**config.mk**
```make
export PLATFORM = sky130hd
export DESIGN_NAME = elastic_pipe
export DESIGN_NICKNAME = d
export VERILOG_FILES = /design/src/rtl/riscv_pkg.sv /design/src/rtl/elastic_stage.sv /design/src/rtl/elastic_pipe.sv
export SDC_FILE = /design/constraint.sdc
export NUM_CORES = 1
export LEC_CHECK = 0
export BUFFER_PORTS_ARGS = -buffer_cell sky130_fd_sc_hd__buf_2
export CAP_MARGIN = 20
export CORE_MARGIN = 3
export CORE_UTILIZATION = 40
export CTS_CLUSTER_SIZE = 25
export DETAILED_ROUTE_END_ITERATION = 6
export PLACE_DENSITY = 0.68
export SLEW_MARGIN = 0
export SYNTH_ARGS = -nofsm -noshare
export SYNTH_HDL_FRONTEND = slang
export SYNTH_SLANG_ARGS = --single-unit
export TNS_END_PERCENT = 5
```
**constraint.sdc**
```tcl
create_clock -name clk -period 2.1 [get_ports clk]
set_input_delay 0.105 -clock clk [delete_from_list [all_inputs] [get_ports clk]]
set_output_delay 0.105 -clock clk [all_outputs]
set_load 0.01 [all_outputs]
```
**src/rtl/riscv_pkg.sv**
```systemverilog
// Shared types for the CPU pipeline blocks.
// Holds the occupancy state of an elastic (main + skid) stage.
package riscv_pkg;

    typedef enum logic [1:0] {
        EMPTY = 2'd0,
        ONE   = 2'd1,
        TWO   = 2'd2
    } stage_state_t;

endpackage

```
**src/rtl/elastic_stage.sv**
```systemverilog
// One elastic pipeline stage: a main register plus a skid register.
// Ready is registered, so upstream never sees a combinational path from downstream.
module elastic_stage #(
    parameter int WIDTH = 32
) (
    input  logic             clk,
    input  logic             rst,
    input  logic             flush,
    input  logic             in_valid,
    output logic             in_ready,
    input  logic [WIDTH-1:0] in_data,
    output logic             out_valid,
    input  logic             out_ready,
    output logic [WIDTH-1:0] out_data,
    output logic [1:0]       count
);
    import riscv_pkg::*;

    stage_state_t     state;
    stage_state_t     next_state;
    logic [WIDTH-1:0] main_data;
    logic [WIDTH-1:0] skid_data;
    logic             push;
    logic             pop;

    assign push     = in_valid && in_ready;
    assign pop      = out_valid && out_ready;
    assign out_data = main_data;

    always_ff @(posedge clk or negedge rst) begin
        if (!rst) begin
            state <= EMPTY;
        end else begin
            state <= next_state;
        end
    end

    // A flush empties both slots; a beat popping out still leaves, a beat pushing in is lost.
    always_comb begin
        next_state = state;
        unique case (state)
            EMPTY: if (push) next_state = ONE;
            ONE: begin
                if (push && !pop) begin
                    next_state = TWO;
                end else if (!push && pop) begin
                    next_state = EMPTY;
                end
            end
            TWO:     if (pop) next_state = ONE;
            default: next_state = EMPTY;
        endcase
        if (flush) begin
            next_state = EMPTY;
        end
    end

    always_comb begin
        in_ready  = (state != TWO);
        out_valid = (state != EMPTY);
        unique case (state)
            ONE:     count = 2'd1;
            TWO:     count = 2'd2;
            default: count = 2'd0;
        endcase
    end

    always_ff @(posedge clk or negedge rst) begin
        if (!rst) begin
            main_data <= '0;
            skid_data <= '0;
        end else begin
            if ((state == EMPTY && push) || (state == ONE && push && pop)) begin
                main_data <= in_data;
            end
            if (state == ONE && push && !pop) begin
                skid_data <= in_data;
            end
            if (state == TWO && pop) begin
                main_data <= skid_data;
            end
        end
    end

endmodule

```
**src/rtl/elastic_pipe.sv**
```systemverilog
// Chain of DEPTH elastic stages with per-stage flush and an occupancy count.
// Output side is the main slot of the last stage.
module elastic_pipe #(
    parameter int WIDTH = 32,
    parameter int DEPTH = 3
) (
    input  logic                           clk,
    input  logic                           rst,
    input  logic                           in_valid,
    output logic                           in_ready,
    input  logic [WIDTH-1:0]               in_data,
    output logic                           out_valid,
    input  logic                           out_ready,
    output logic [WIDTH-1:0]               out_data,
    input  logic [DEPTH-1:0]               flush,
    output logic [DEPTH-1:0]               stage_valid,
    output logic [$clog2(2*DEPTH+1)-1:0]   occupancy
);
    localparam int OCC_W = $clog2(2*DEPTH+1);

    logic [DEPTH-1:0] valid;
    logic [DEPTH-1:0] ready;
    logic [WIDTH-1:0] data  [DEPTH];
    logic [1:0]       count [DEPTH];

    for (genvar i = 0; i < DEPTH; i++) begin : g_stage
        logic             up_valid;
        logic [WIDTH-1:0] up_data;
        logic             down_ready;

        if (i == 0) begin : g_head
            assign up_valid = in_valid;
            assign up_data  = in_data;
        end else begin : g_link
            assign up_valid = valid[i-1];
            assign up_data  = data[i-1];
        end

        if (i == DEPTH - 1) begin : g_tail
            assign down_ready = out_ready;
        end else begin : g_next
            assign down_ready = ready[i+1];
        end

        elastic_stage #(
            .WIDTH(WIDTH)
        ) u_stage (
            .clk      (clk),
            .rst      (rst),
            .flush    (flush[i]),
            .in_valid (up_valid),
            .in_ready (ready[i]),
            .in_data  (up_data),
            .out_valid(valid[i]),
            .out_ready(down_ready),
            .out_data (data[i]),
            .count    (count[i])
        );
    end

    assign in_ready    = ready[0];
    assign out_valid   = valid[DEPTH-1];
    assign out_data    = data[DEPTH-1];
    assign stage_valid = valid;

    // Occupancy is the sum of per-stage fill, so flushes and transfers are reflected together.
    always_comb begin
        occupancy = '0;
        for (int i = 0; i < DEPTH; i++) begin
            occupancy = occupancy + OCC_W'(count[i]);
        end
    end

endmodule

```
# After elaboration in Yosys (flattened, before gate mapping)
# Cells that the tools add are included.
[word_totals]
wordCells = 98
register_bits = 198
[op_classes]
add_sub_neg = 2
eq_ne = 18
mux = 25
reduce_logical = 44
[op_table]
columns = ["cell", "n"]
rows = [
  ["$mux 32", 6],
  ["$mux 2", 13],
  ["$logic_and 1x1->1", 25],
  ["$pmux 2 s3", 3],
  ["$ne 3x2->1 const B", 4],
  ["$ne 4x2->1 const B", 3],
  ["$pmux 2 s2", 3],
  ["$reduce_bool 2->1", 6],
  ["$reduce_and 3->1", 3],
  ["$eq 2x1->1 const B", 3],
  ["$eq 2x2->1 const B", 3],
  ["$logic_not 2->1", 3],
  ["$ne 2x2->1 const B", 3],
  ["$ne 3x3->1 const B", 2],
  ["$logic_not 1->1", 4],
  ["$add 2x2->3", 1],
  ["$add 3x2->3", 1],
  ["$logic_or 1x1->1", 3],
]

# Depth between registers and ports, before layout
[logic_depth]
ltp_word = 8
mapped_depth = 7
mapped_depth_nobuf = 5

# Modules after synthesis
# A second synthesis with hierarchy kept.
[hier_totals]
hier_cells = 590
area_unflattened_um2 = 9263.9
[modules_own_cells]
columns = ["module", "cells_each", "instances", "area_each_um2", "seq_area_each_um2"]
rows = [
  ["elastic_stage at g_stage[1].u_stage ...", 192, 2, 3035.4, 1651.6],
  ["elastic_stage at g_stage[0].u_stage", 194, 1, 3090.5, 1651.6],
  ["elastic_pipe", 12, 1, 102.6, 0.0],
]

# Worst setup path after synthesis
# OpenSTA, ideal clock, no wires.
[synth_path]
kind = "register -> output"
start = "register g_stage[0].u_stage.state[0]"
end = "output occupancy[2]"
path_slack_ps = 388
path_buffers = 0
t_arrival_ps = 1607
stages_incl_launch_ff = 6
t_required_ps = 1995
cell_sequence = "dfrtp_1 nand2b_1 inv_2 fa_1 ha_1 xor2_1"
[synth_via]
elab_chain_cells = 4
elab_cells_between_ends = 5
cone_classes = "2 x add/sub; 2 x eq/ne; 1 x mux"
[synth_rtl]
columns = ["item", "line_no", "rtl"]
rows = [
  ["start: declaration", "elastic_stage.sv:19", "stage_state_t state;"],
  ["start signal: assignment", "elastic_stage.sv:34", "state <= next_state;"],
  ["$eq 2x2->1 or $eq 2x1->1 (tied branches)", "elastic_stage.sv:61", "unique case (state)"],
  ["$pmux 2 s2 *", "elastic_stage.sv:61", ""],
  ["$add 2x2->3 *", "elastic_pipe.sv:70", "occupancy = occupancy + OCC_W'(count[i]);"],
  ["$add 3x2->3 *", "elastic_pipe.sv:70", ""],
  ["end: declaration", "elastic_pipe.sv:17", "output logic [$clog2(2*DEPTH+1)-1:0] occupancy"],
]
# Every way passes the cells marked *; elsewhere a longest branch is shown, timed or not.

# Worst setup path in the final report
[layout_path]
start = "register g_stage[1].u_stage.state[1]"
end = "output occupancy[2]"
[layout_via]
elab_chain_cells = 4
elab_cells_between_ends = 5
cone_classes = "2 x add/sub; 2 x eq/ne; 1 x mux"
[layout_rtl]
columns = ["item", "line_no"]
rows = [
  ["start: declaration", "elastic_stage.sv:19"],
  ["start signal: assignment", "elastic_stage.sv:34"],
  ["$eq 2x2->1 or $eq 2x1->1 (tied branches)", "elastic_stage.sv:61"],
  ["$pmux 2 s2 *", "elastic_stage.sv:61"],
  ["$add 2x2->3 *", "elastic_pipe.sv:70"],
  ["$add 3x2->3 *", "elastic_pipe.sv:70"],
]
# Marked as above.

==> metrics.txt <==
mean routed wirelength per cell=17.6 um; yosys warns=0; I/O Buffers=slightly below 80; first-pass GRT wire length=29400 um; Hold Crit Start=in_valid; worst-case reg-to-reg path depth=6; via count=5212; DRT Pass-1 Iters=4; Max Cap Violations=0; status=finished with violations; Setup CP Type=reg -> out; Clock Path Buffers=2; fin worst setup slack=-0.0673 ns; clk_lat worst skew=0.43 ns; final worst-path cycle share=1.03; Mapped Cells=607; GRT Resource Usage Total=0.155; Post-Syn Area per Cell=approximately 14 sq um; Initial Util=0.412; drt drc=0; initial antenna violation count=1; RD Place Congestion=about 0.8; CTS tree=yes; CTS sink cnt=198; Root Driver=clkbuf_16; final antenna-violating net count=0; DR vias/cell=about 5.1; fmax=between 400 and 500 MHz; nature of the critical path endpoint=primary output; post-synthesis mux area share=0.338; violated checks=setup timing; P&R area growth vs syn=21.4%; Crit Path Max Fanout=4; Core Box Area=around 21000 sq um; dpl ws=0.254 ns; worst-margin pin slew=between 0.5 and 0.6 ns; synthesized-area fraction occupied by adder cells=0.00599; pwr dens=934 nW/um^2; main combinational cell family by area after synthesis=multiplexers; Area contributors post-synth=dfrtp_1 56%, mux2_2 23%, mux2_4 5.0%; Die Height=154 um; Synth Register Bits=198; crit path time final=2.17 ns; wirelength, routed=17900 um; Num CTS Buffers=17; Row Count=53; largest net degree at the start of global routing=between 60 and 70; Fin Clk Skew=0.0118 ns; WHS Endpoint=g_stage[0].u_stage.state[1]; Buf/Inv on CP=2; chip width=154 um; Leak Pwr=a little over 5 nW; net total in the final layout=773; crit-path max cell delay=0.52 ns; unique cell type count in the Yosys netlist=38; post-route cell area=10700 sq um; sequential fraction of the synthesis area=0.565; Slew HR=0.618; crit-path cells=nand2b_4, clkinv_4, fa_1, ha_4, xor2_2, buf_2; area post-placement=about 9600 sq um; Hold Path Depth=3; # IOs=slightly below 80; die area=23700 sq um; R2R Setup Slk=around 0.13 ns; initial drt markers=197; GRT overflow=0; H-tree Lvls=4; Mapped Nets=roughly 650; data arrival time of the worst path=approximately 2.1 ns; Setup TNS Final=-0.0673 ns; Worst setup SP type=register; top cell type's share of synthesized area=0.565; RSZ-0062 raised after global routing=yes; final slew viol count=0; # setup viols final=1; CP top delay family=adder cells; layout cells sized above 1=0.493; DP HPWL=11700 um; r2r endpoint=g_stage[1].u_stage.out_data[0]; vias in the first global route=5563; Yosys top cell by area=dfrtp_1; Synth Area in XOR/XNOR=0.000998; Peak VDD IR=499 uV; synthesized area=roughly 8800 sq um; worst min path class=in -> reg; CP required=approximately 2 ns; simple-gate area share of the yosys netlist=0.0328; slowest CP cell=fa_1; Synth Area in Compound Gates=0.0299; worst flop-to-flop path startpoint=g_stage[0].u_stage.state[1]; Hold Violations, Final=0; Clk pin slew, worst setup/hold paths=0.08 ns
[cells in the mapped netlist]
library cell and n:
buf_4 9, nand2_1 3, mux2_4 29, a21boi_0 2, o21ai_2 1, fa_1 2
nor2b_1 2, o22ai_1 1, nand2_2 1, inv_2 2, nor3_1 1, nand3b_1 2
or2_2 1, clkbuf_1 7, ha_1 1, mux2_2 181, nand2b_4 2, inv_1 4
clkinv_2 1, dfrtp_1 198, nor2_2 1, a211oi_1 1, o21ai_0 1, and2_1 1
nand2_4 1, o21bai_1 1, buf_6 4, mux2_1 14, nand2b_1 5, nor4bb_1 1
xor2_1 1, buf_2 16, nor2_1 37, mux2i_1 33, a21oi_1 37, o22a_1 1
o311a_1 1, a21oi_2 1
[layout make-up]
type,count,area [sq um]
Timing Repair Buffer,141,1080
Multi-Input combinational cell,366,3630
Fill cell,1789,10600
Inverter,7,31.3
Clock buffer,17,425
Clock inverter,15,176
Sequential cell,198,4960
Tap cell,275,344
Antenna cell,2,5.00
[flip-flops by register name, indices dropped and copies added (netlist names)]
| name | flops |
|---|---|
| g_stage.u_stage.out_data | 96 |
| g_stage.u_stage.skid_data | 96 |
| g_stage.u_stage.state | 6 |
[logic make-up after synthesis]
kind of cell	after synthesis
compound gates	47
xor+xnor	1
fa+ha+maj	3
buf+inv	43
flops	198
mux	257
simple gates	58
[placed cells by master (no fill, tap or decap), types with 2 or more instances in the layout]
cell type	n
dlygate4sd3_1	37
inv_1	4
dfrtp_1	194
nor2_2	2
clkbuf_16	17
inv_8	2
mux2_4	29
nand2b_1	4
a21boi_0	2
nor2_1	35
dfrtp_2	4
mux2i_1	33
nand2_1	3
buf_12	9
buf_2	76
diode_2	2
a21oi_1	37
inv_6	6
nor2b_1	2
buf_4	17
nand3b_1	2
mux2_1	14
clkinvlp_4	3
inv_2	2
clkinv_8	3
mux2_2	181
nand2b_4	3
fa_1	2
[how the worst max path moves through the flow]
stage | slack, ns | start | endpoint | cells past startpoint
after global placement | 0.29 | g_stage[1].u_stage.state[0] | occupancy[2] | 6
after floorplan | 0.39 | g_stage[0].u_stage.state[0] | occupancy[2] | 5
after detailed placement | 0.25 | g_stage[0].u_stage.state[0] | occupancy[2] | 6
final | -0.07 | g_stage[1].u_stage.state[1] | occupancy[2] | 6
after global routing | -0.16 | g_stage[0].u_stage.state[1] | occupancy[2] | 6
after CTS | -0.09 | g_stage[2].u_stage.state[1] | occupancy[2] | 6
[layer usage]
layer | vias to the layer above | routed length [um] | global-route usage
li1 | 2400 | - | -
met1 | 2679 | 8750 | 0.219
met2 | 109 | 8260 | 0.240
met3 | 24 | 591 | 0.0312
met4 | 0 | 348 | 0.0534
met5 | - | 0 | 0
[where the power goes]
part           total, mW  internal, mW  switching, mW
sequential          4.96          4.52          0.440
combinational       1.72         0.971          0.746
clock               3.27          1.71           1.57
[stage by stage]
step,util,power (mW),hold WS [ns],cells
2_1_floorplan,-,6.02,-0.191,607
3_3_place_gp,0.449,6.59,0.137,940
3_5_place_dp,0.449,6.69,0.143,940
4_1_cts,0.499,10.1,0.115,1018
5_1_grt,0.500,10.4,0.148,1020
6_report,0.500,9.95,0.157,1021
[worst reg2reg max path: cells and delay by family (launching register included)]
family	cells	cell delay (ns)
DFF	1	0.43
and+or+nand+nor	1	0.22
buffers and inverters	3	0.56
muxes	1	0.38
AOI/OAI and AO/OA	1	0.25
[repair_timing]
item	in CTS	in global routing
endpoints found under the hold margin	97	0
gates resized for setup	6	5
pin swaps	1	3
hold buffers	37	0
setup buffers	9	1
setup endpoints to repair	2	48
No activity file was read; power rests on OpenSTA's default activity.
